$ cat src/rtl/fft_bf_sequencer.sv
// Radix-2 FFT butterfly sequencer: fetch two operands, hand them to the butterfly unit,
// write results to the ping-pong bank, step the address generator. Optional FFT_SEQ_SCALE_EN halves results.
module fft_bf_sequencer #(
  parameter int MAX_N      = 32,
  parameter int ADDR_WIDTH = $clog2(MAX_N),
  parameter int DATA_W     = 32
) (
  input  logic                  clk,
  input  logic                  reset,
  input  logic                  start,
  input  logic [ADDR_WIDTH-1:0] idx_a,
  input  logic [ADDR_WIDTH-1:0] idx_b,
  input  logic                  done_stage,
  input  logic                  done_fft,
  output logic                  next_step,
  output logic                  rd_en,
  output logic [ADDR_WIDTH-1:0] rd_addr,
  output logic                  rd_bank,
  input  logic [DATA_W-1:0]     rd_data,
  output logic                  wr_en,
  output logic [ADDR_WIDTH-1:0] wr_addr,
  output logic                  wr_bank,
  output logic [DATA_W-1:0]     wr_data,
  output logic                  bf_valid,
  output logic [DATA_W-1:0]     bf_a,
  output logic [DATA_W-1:0]     bf_b,
  input  logic                  bf_done,
  input  logic [DATA_W-1:0]     bf_ra,
  input  logic [DATA_W-1:0]     bf_rb,
  output logic                  busy,
  output logic                  done,
  output logic                  result_bank
);

  typedef enum logic [3:0] {
    S_IDLE, S_RD_A, S_RD_B, S_CAP_B, S_BF, S_WR_A, S_WR_B, S_STEP, S_SYNC, S_DONE
  } state_t;

  state_t                  state;
  logic                    bank_sel;
  logic                    bank_nx;
  logic [ADDR_WIDTH-1:0]   lat_a, lat_b;
  logic [DATA_W-1:0]       op_a, res_b;

  assign bank_nx = bank_sel ^ done_stage;

  function automatic logic [DATA_W-1:0] scale(input logic [DATA_W-1:0] x);
`ifdef FFT_SEQ_SCALE_EN
    logic signed [DATA_W/2-1:0] re, im;
    re = x[DATA_W-1:DATA_W/2];
    im = x[DATA_W/2-1:0];
    return {re >>> 1, im >>> 1};
`else
    return x;
`endif
  endfunction

  // Outputs are registered: each transition loads the values the next state presents.
  always_ff @(posedge clk or negedge reset) begin
    if (!reset) begin
      state       <= S_IDLE;
      bank_sel    <= 1'b0;
      lat_a       <= '0;
      lat_b       <= '0;
      op_a        <= '0;
      res_b       <= '0;
      next_step   <= 1'b0;
      rd_en       <= 1'b0;
      rd_addr     <= '0;
      rd_bank     <= 1'b0;
      wr_en       <= 1'b0;
      wr_addr     <= '0;
      wr_bank     <= 1'b0;
      wr_data     <= '0;
      bf_valid    <= 1'b0;
      bf_a        <= '0;
      bf_b        <= '0;
      busy        <= 1'b0;
      done        <= 1'b0;
      result_bank <= 1'b0;
    end else begin
      case (state)
        S_IDLE: if (start) begin
          lat_a   <= idx_a;
          lat_b   <= idx_b;
          rd_en   <= 1'b1;
          rd_addr <= idx_a;
          rd_bank <= bank_sel;
          wr_bank <= ~bank_sel;
          busy    <= 1'b1;
          state   <= S_RD_A;
        end
        S_RD_A: begin
          rd_addr <= lat_b;
          state   <= S_RD_B;
        end
        S_RD_B: begin
          op_a  <= rd_data;
          rd_en <= 1'b0;
          state <= S_CAP_B;
        end
        S_CAP_B: begin
          bf_a     <= op_a;
          bf_b     <= rd_data;
          bf_valid <= 1'b1;
          state    <= S_BF;
        end
        // The butterfly unit may stall indefinitely; no watchdog here.
        S_BF: if (bf_done) begin
          bf_valid <= 1'b0;
          res_b    <= bf_rb;
          wr_en    <= 1'b1;
          wr_addr  <= lat_a;
          wr_data  <= scale(bf_ra);
          state    <= S_WR_A;
        end
        S_WR_A: begin
          wr_addr <= lat_b;
          wr_data <= scale(res_b);
          state   <= S_WR_B;
        end
        S_WR_B: begin
          wr_en     <= 1'b0;
          next_step <= 1'b1;
          state     <= S_STEP;
        end
        S_STEP: begin
          next_step <= 1'b0;
          state     <= S_SYNC;
        end
        // Generator outputs have settled one cycle after next_step.
        S_SYNC: begin
          bank_sel <= bank_nx;
          if (done_fft) begin
            busy        <= 1'b0;
            done        <= 1'b1;
            result_bank <= bank_nx;
            state       <= S_DONE;
          end else begin
            lat_a   <= idx_a;
            lat_b   <= idx_b;
            rd_en   <= 1'b1;
            rd_addr <= idx_a;
            rd_bank <= bank_nx;
            wr_bank <= ~bank_nx;
            state   <= S_RD_A;
          end
        end
        S_DONE: state <= S_DONE;
        default: state <= S_IDLE;
      endcase
    end
  end

endmodule
$ cat config.mk
export PLATFORM = sky130hd
export DESIGN_NAME = fft_bf_sequencer
export DESIGN_NICKNAME = d
export VERILOG_FILES = /design/src/rtl/fft_bf_sequencer.sv
export SDC_FILE = /design/constraint.sdc
export NUM_CORES = 1
export LEC_CHECK = 0
export BUFFER_PORTS_ARGS = -buffer_cell sky130_fd_sc_hd__buf_4
export CAP_MARGIN = 20
export CORE_MARGIN = 2
export CORE_UTILIZATION = 48
export CTS_BUF_LIST = sky130_fd_sc_hd__clkbuf_2
export DETAILED_ROUTE_END_ITERATION = 7
export GPL_TIMING_DRIVEN = 0
export HOLD_SLACK_MARGIN = 0.06
export PLACE_DENSITY_LB_ADDON = 0.15
export SLEW_MARGIN = 20
export SYNTH_ARGS = -nofsm -noshare
export SYNTH_HDL_FRONTEND = slang
export SYNTH_SLANG_ARGS = --single-unit
$ cat constraint.sdc
create_clock -name clk -period 2.15 [get_ports clk]
set_input_delay 0.3225 -clock clk [delete_from_list [all_inputs] [get_ports clk]]
set_output_delay 0.3225 -clock clk [all_outputs]
set_load 0.03 [all_outputs]
# == Yosys cells after proc, flatten, opt, wreduce, memory -nomap -nowiden ==
# Index checks and enable logic that the tools add are counted.
# classes
n_eq_ne,13
muxes,31
bitwise_logic,3
reduce_logical,18
# ops
operator,n
$pmux W32 S2,1
$pmux W4 S10,1
$mux W32,1
$pmux W5 S2,3
$mux W5,5
$eq A4 B3 Y1 const B,4
$pmux W5 S3,1
$mux W4,3
$pmux W1 S2,6
$reduce_and A2 Y1,6
$reduce_and A3 Y1,4
$reduce_bool A2 Y1,5
$mux W1,9
$eq A4 B2 Y1 const B,2
$eq A4 B4 Y1 const B,2
$ne A2 B2 Y1 const B,4
$reduce_bool A3 Y1,2
$eq A4 B1 Y1 const B,1
$logic_not A4 Y1,1
$pmux W1 S3,1
$not A1 Y1,2
$xor A1 B1 Y1,1
# word_totals
reg_bits,194
input_bits,112
output_inout_bits,115
elab_cells,85

# == Logic depth before layout (Yosys ltp) ==
# logic_depth
word_depth,4
mapped_depth,8
mapped_depth_nobuf,4

# == Worst setup path after synthesis ==
# OpenSTA, ideal clock, no wires.
# synth_path
path_type,register to register
startpoint,register state[3]
endpoint,register lat_a[0]
setup_time_ns,0.125
arrival_time_ns,1.416
required_time_ns,2.025
path_slack_ns,0.609
path_stages_with_launch,6
path_buffers,2
synth_period_minus_slack_ns,1.541
path_cell_list,dfrtp_1 buf_4 nor2b_1 o21ai_2 buf_2 mux2_2
# synth_via
elab_chain_cells,3
elab_cells_between_ends,7
classes_between,eq/ne (3); mux (1); reduce/logical (3)
# synth_rtl
item,line_no,text
from (decl),39,state_t state;
from (signal assigned),61,state <= S_IDLE;
from (signal assigned),91,state <= S_RD_A;
from (signal assigned),95,state <= S_RD_B;
$eq A4 B4 Y1 or $logic_not A4 Y1 (tied branches),82,case (state)
$ne A2 B2 Y1 (no line) or $reduce_bool A2 Y1 (tied branches),n/a,
$reduce_and A3 Y1 (no line),n/a,
to (signal assigned),84,lat_a <= idx_a;
to (signal assigned),140,lat_a <= idx_a;
to (decl),42,"logic [ADDR_WIDTH-1:0] lat_a, lat_b;"
# Several ways; a longest one is shown, not always the timed one.
# A chain may end at the register's enable or synchronous reset.

# == Final worst setup path ==
# layout_path
startpoint,register state[0]
endpoint,register wr_addr[3]
# layout_via
elab_chain_cells,3
elab_cells_between_ends,6
classes_between,eq/ne (3); mux (1); reduce/logical (2)
# layout_rtl
item,line_no,text
$eq A4 B3 Y1,82,
$ne A2 B2 Y1 (no line) or $reduce_bool A2 Y1 (tied branches),n/a,
$reduce_and A2 Y1 (no line),n/a,
to (signal assigned),113,wr_addr <= lat_a;
to (signal assigned),118,wr_addr <= lat_b;
to (decl),21,"output logic [ADDR_WIDTH-1:0] wr_addr,"
# Several ways; a longest one is shown, not always the timed one.

==> impl_results.md <==
- Crit. End Element: flop
- Met3 GRT Util: 7.39%
- Synthesis-stage register bit count: 194
- Crit path max fanout: 10
- Slowest stage cell, crit path: buf_1
- Total gr overflow: 0
- Clock latency on the worst-skew pair: 0.75 ns
- Worst-Margin Slew: 0.807 ns
- Crit path top cell by count: nand2b_1
- Peak VDD IR: 0.898 mV
- Placed Area: 0.00978 sq mm
- Die span in x: 131 um
- Outcome: finished clean
- Clock period minus worst slack: 1.84 ns
- Yosys warns: 0
- Number of flops mapped to enable cells by yosys: 0
- Netlist Area Pre-Place: 0.00775 sq mm
- Syn_nets: 765
- I/O Pins: 227
- Worst path bufs/invs: 3
- Asr flop ratio synth: 100%
- Worst-path clk slew: 0.29 ns
- Initial core utilization: 49.0%
- First-pass GRT wire length: 32200 um
- Vias: 6238
- Library cells used by synthesis: 34
- CTS tree: built
- Die area: 0.0172 sq mm
- IO buf count: 226
- Critical Path, Cell by Cell: buf_4 -> nand2b_1 -> nand2b_1 -> buf_2 -> buf_1 -> nor2_1 -> a31oi_1
- Worst hold slack: 0.268 ns
- H-tree depth: 4
- Vias per cell: 5.01
- Pins over their slew limit: 0
- Post-synthesis sequential area ratio: 62.6%
- CTS Buffer Depth: 2
- CP Class: flop to flop
- ANT nets after route: 0
- DPL Wire Length: 13800 um
- Clk root buf: clkbuf_2
- Number of global-route vias before repair: 6604
- GR peak layer: met2
- Area grow syn2layout: 44.2%
- Antenna violations before repair: 4
- CORE AREA: 0.0158 sq mm
- GR Layer Usage met2: 41.5%
- Met1 usage: 28.7%
- Routed wire length: 20600 um
- Synth top area share: 62.6%
- Largest family of logic cells by synthesized area: multiplexers
- Post-Synth Adder-Cell Area: 0%
- Compound-gate portion of the synthesized area: 4.86%
- Largest stage delay, worst path: 0.46 ns
- Ratio of final minimum period to clock period: 85.8%
- Leak pwr: 5.40 nW
- RSZ-0062 raised after global routing: false
- Reg area: 0.00485 sq mm
- Hold Path Class: primary input to flop
- Clock skew: 0.0342 ns
- Gr usage total: 24.4%
- Critical Path RT: 2.84 ns
- Final instance area: 0.0112 sq mm
- Crit path DAT: 2.54 ns
- Endpoints failing setup: 0
- Hold Vio Cnt, Final: 0
- Share of cells above drive strength 1: 39.0%
- Post-synth top flop: dfrtp_1
- Multi-input gate area: 0.00265 sq mm
- Post-Synth XOR/XNOR Area: 0.226%
- Max Freq: 542 MHz
- Wirelength per Cell: 16.5 um
- Drt drc: 0
- Post-Synth Simple-Gate Area: 13.0%
- Pre-antenna DRT Iters: 5
- Area leader, netlist: dfrtp_1
- CTS sink count: 194
- Post-synthesis mux area share: 16.0%
- Final GP Congestion: 0.822
- Max-cap violations: 0
- CTS buffer count: 17
- Mapped Cells: 653
- Core Util, Final: 70.6%
- Syn avg cell area: 11.9 sq um
- Starting DRT DRC Count: 370
- Top cells by area, synth: dfrtp_1 63%, mux2_2 14%, nand2_1 8.8%
- Die H: 131 um
- Fillers: 1124
- Largest net degree at the start of global routing: 76
- Power per standard cell area: 1500 mW/mm^2
- CP top delay family: buffers and inverters
- Crit start category: flop
- Slew headroom: 46.1%
- Layout Nets: 1125
- Fin Setup TNS: 0 ns
- Cell row count: 46
[cell usage after synthesis (2+ instances only)]
library cell and count:
a31oi_1 37, nor2b_1 5, buf_1 2, nor3_2 3
a21oi_1 6, nand2_1 182, clkbuf_1 5, dfrtp_1 194
nor2_1 42, inv_1 2, buf_4 19, mux2_1 9
buf_2 14, nand2b_1 5, mux2i_1 5, o21ai_1 5
mux2_2 97, o21ai_0 5
[worst reg2reg max path: stages (launching register included)]
cell and delay [ns]:
dfrtp_1 0.44, buf_4 0.17, nand2b_1 0.12, nand2b_1 0.15, buf_2 0.22, buf_1 0.46, nor2_1 0.09, a31oi_1 0.16
[state kept, by name (all words and copies together) (netlist names), 4 cells and up]
| register | count |
|---|---|
| bf_a | 32 |
| bf_b | 32 |
| op_a | 32 |
| res_b | 32 |
| wr_data | 32 |
| lat_a | 5 |
| lat_b | 5 |
| rd_addr | 5 |
| wr_addr | 5 |
| state | 4 |
[metrics by stage]
step / cells / total power [W] / setup slack, ns
final: 1246 / 0.0167 / 0.306
after floorplan: 653 / 0.0118 / 0.609
after CTS: 1242 / 0.0168 / 0.324
after detailed placement: 1097 / 0.0148 / 0.365
after global routing: 1246 / 0.0178 / 0.151
after global placement: 1095 / 0.0145 / -0.390
[kinds of logic (layout without fill, tap and decap cells)]
kind of cell / count (synthesis) / in the layout
and+or+nand+nor: 244 / 244
buffers and inverters: 42 / 415
other: 0 / 4
xor gates and xnor gates: 2 / 2
DFF: 194 / 194
AOI/OAI and AO/OA: 60 / 60
muxes: 111 / 111
[report_power, final]
part	switching [W]	internal, W
sequential	0.000996	0.00547
combinational	0.00484	0.00364
clock	0.00132	0.000460
total	0.00716	0.00957
[metal layers]
metal | wire length, um | share of wire, %
met1 | 8150 | 40
met2 | 10300 | 50
met3 | 1630 | 7.9
met4 | 489 | 2.4
met5 | 0 | 0
[placed cells by master, fill, tap and decap left out, drive strengths merged]
cell type and instances:
nand2b 6, o22a 1, buf 264, clkbuf 22
a21boi 1, nand2 182, a21oi 6, o311ai 1
a31oi 37, nor2b 5, and3b 1, inv 8
o211ai 1, dfrtp 194, nor4b 1, or2 1
nor2 42, clkinvlp 3, a21o 1, and4bb 1
dlygate4sd3 112, bufinv 1, xor2 1, nor3 5
diode 4, mux2i 5, o21ai 11, xnor2 1
mux2 106, clkinv 5, o32ai 1
[cell type report]
| class | count | share of cell area [%] |
|---|---|---|
| Antenna cell | 4 | 0.0896 |
| Buffer | 40 | 2.14 |
| Clock buffer | 17 | 0.761 |
| Clock inverter | 15 | 1.35 |
| Inverter | 2 | 0.0672 |
| Multi-Input combinational cell | 417 | 23.7 |
| Sequential cell | 194 | 43.4 |
| Tap cell | 216 | 2.42 |
| Timing Repair Buffer | 341 | 26.0 |
[worst paths after layout]
path | start | endpoint | slack, ns | depth (start not counted)
max | state[0] | wr_addr[3] | 0.31 | 7
min | bf_rb[16] | res_b[16] | 0.27 | 4
max reg2reg | state[0] | wr_addr[3] | 0.31 | 7
min reg2reg | done | done | 0.51 | 1
max in group asynchronous | reset | res_b[2] | 0.79 | 5
min in group asynchronous | reset | res_b[14] | 0.61 | 4
[repair_timing]
action	CTS	global route
setup buffers	0	0
gates resized for setup	0	0
endpoints found under the hold margin	271	0
hold buffers	113	0
endpoints found under the setup margin	0	0
Note: power is estimated with default switching activity, not from simulation.
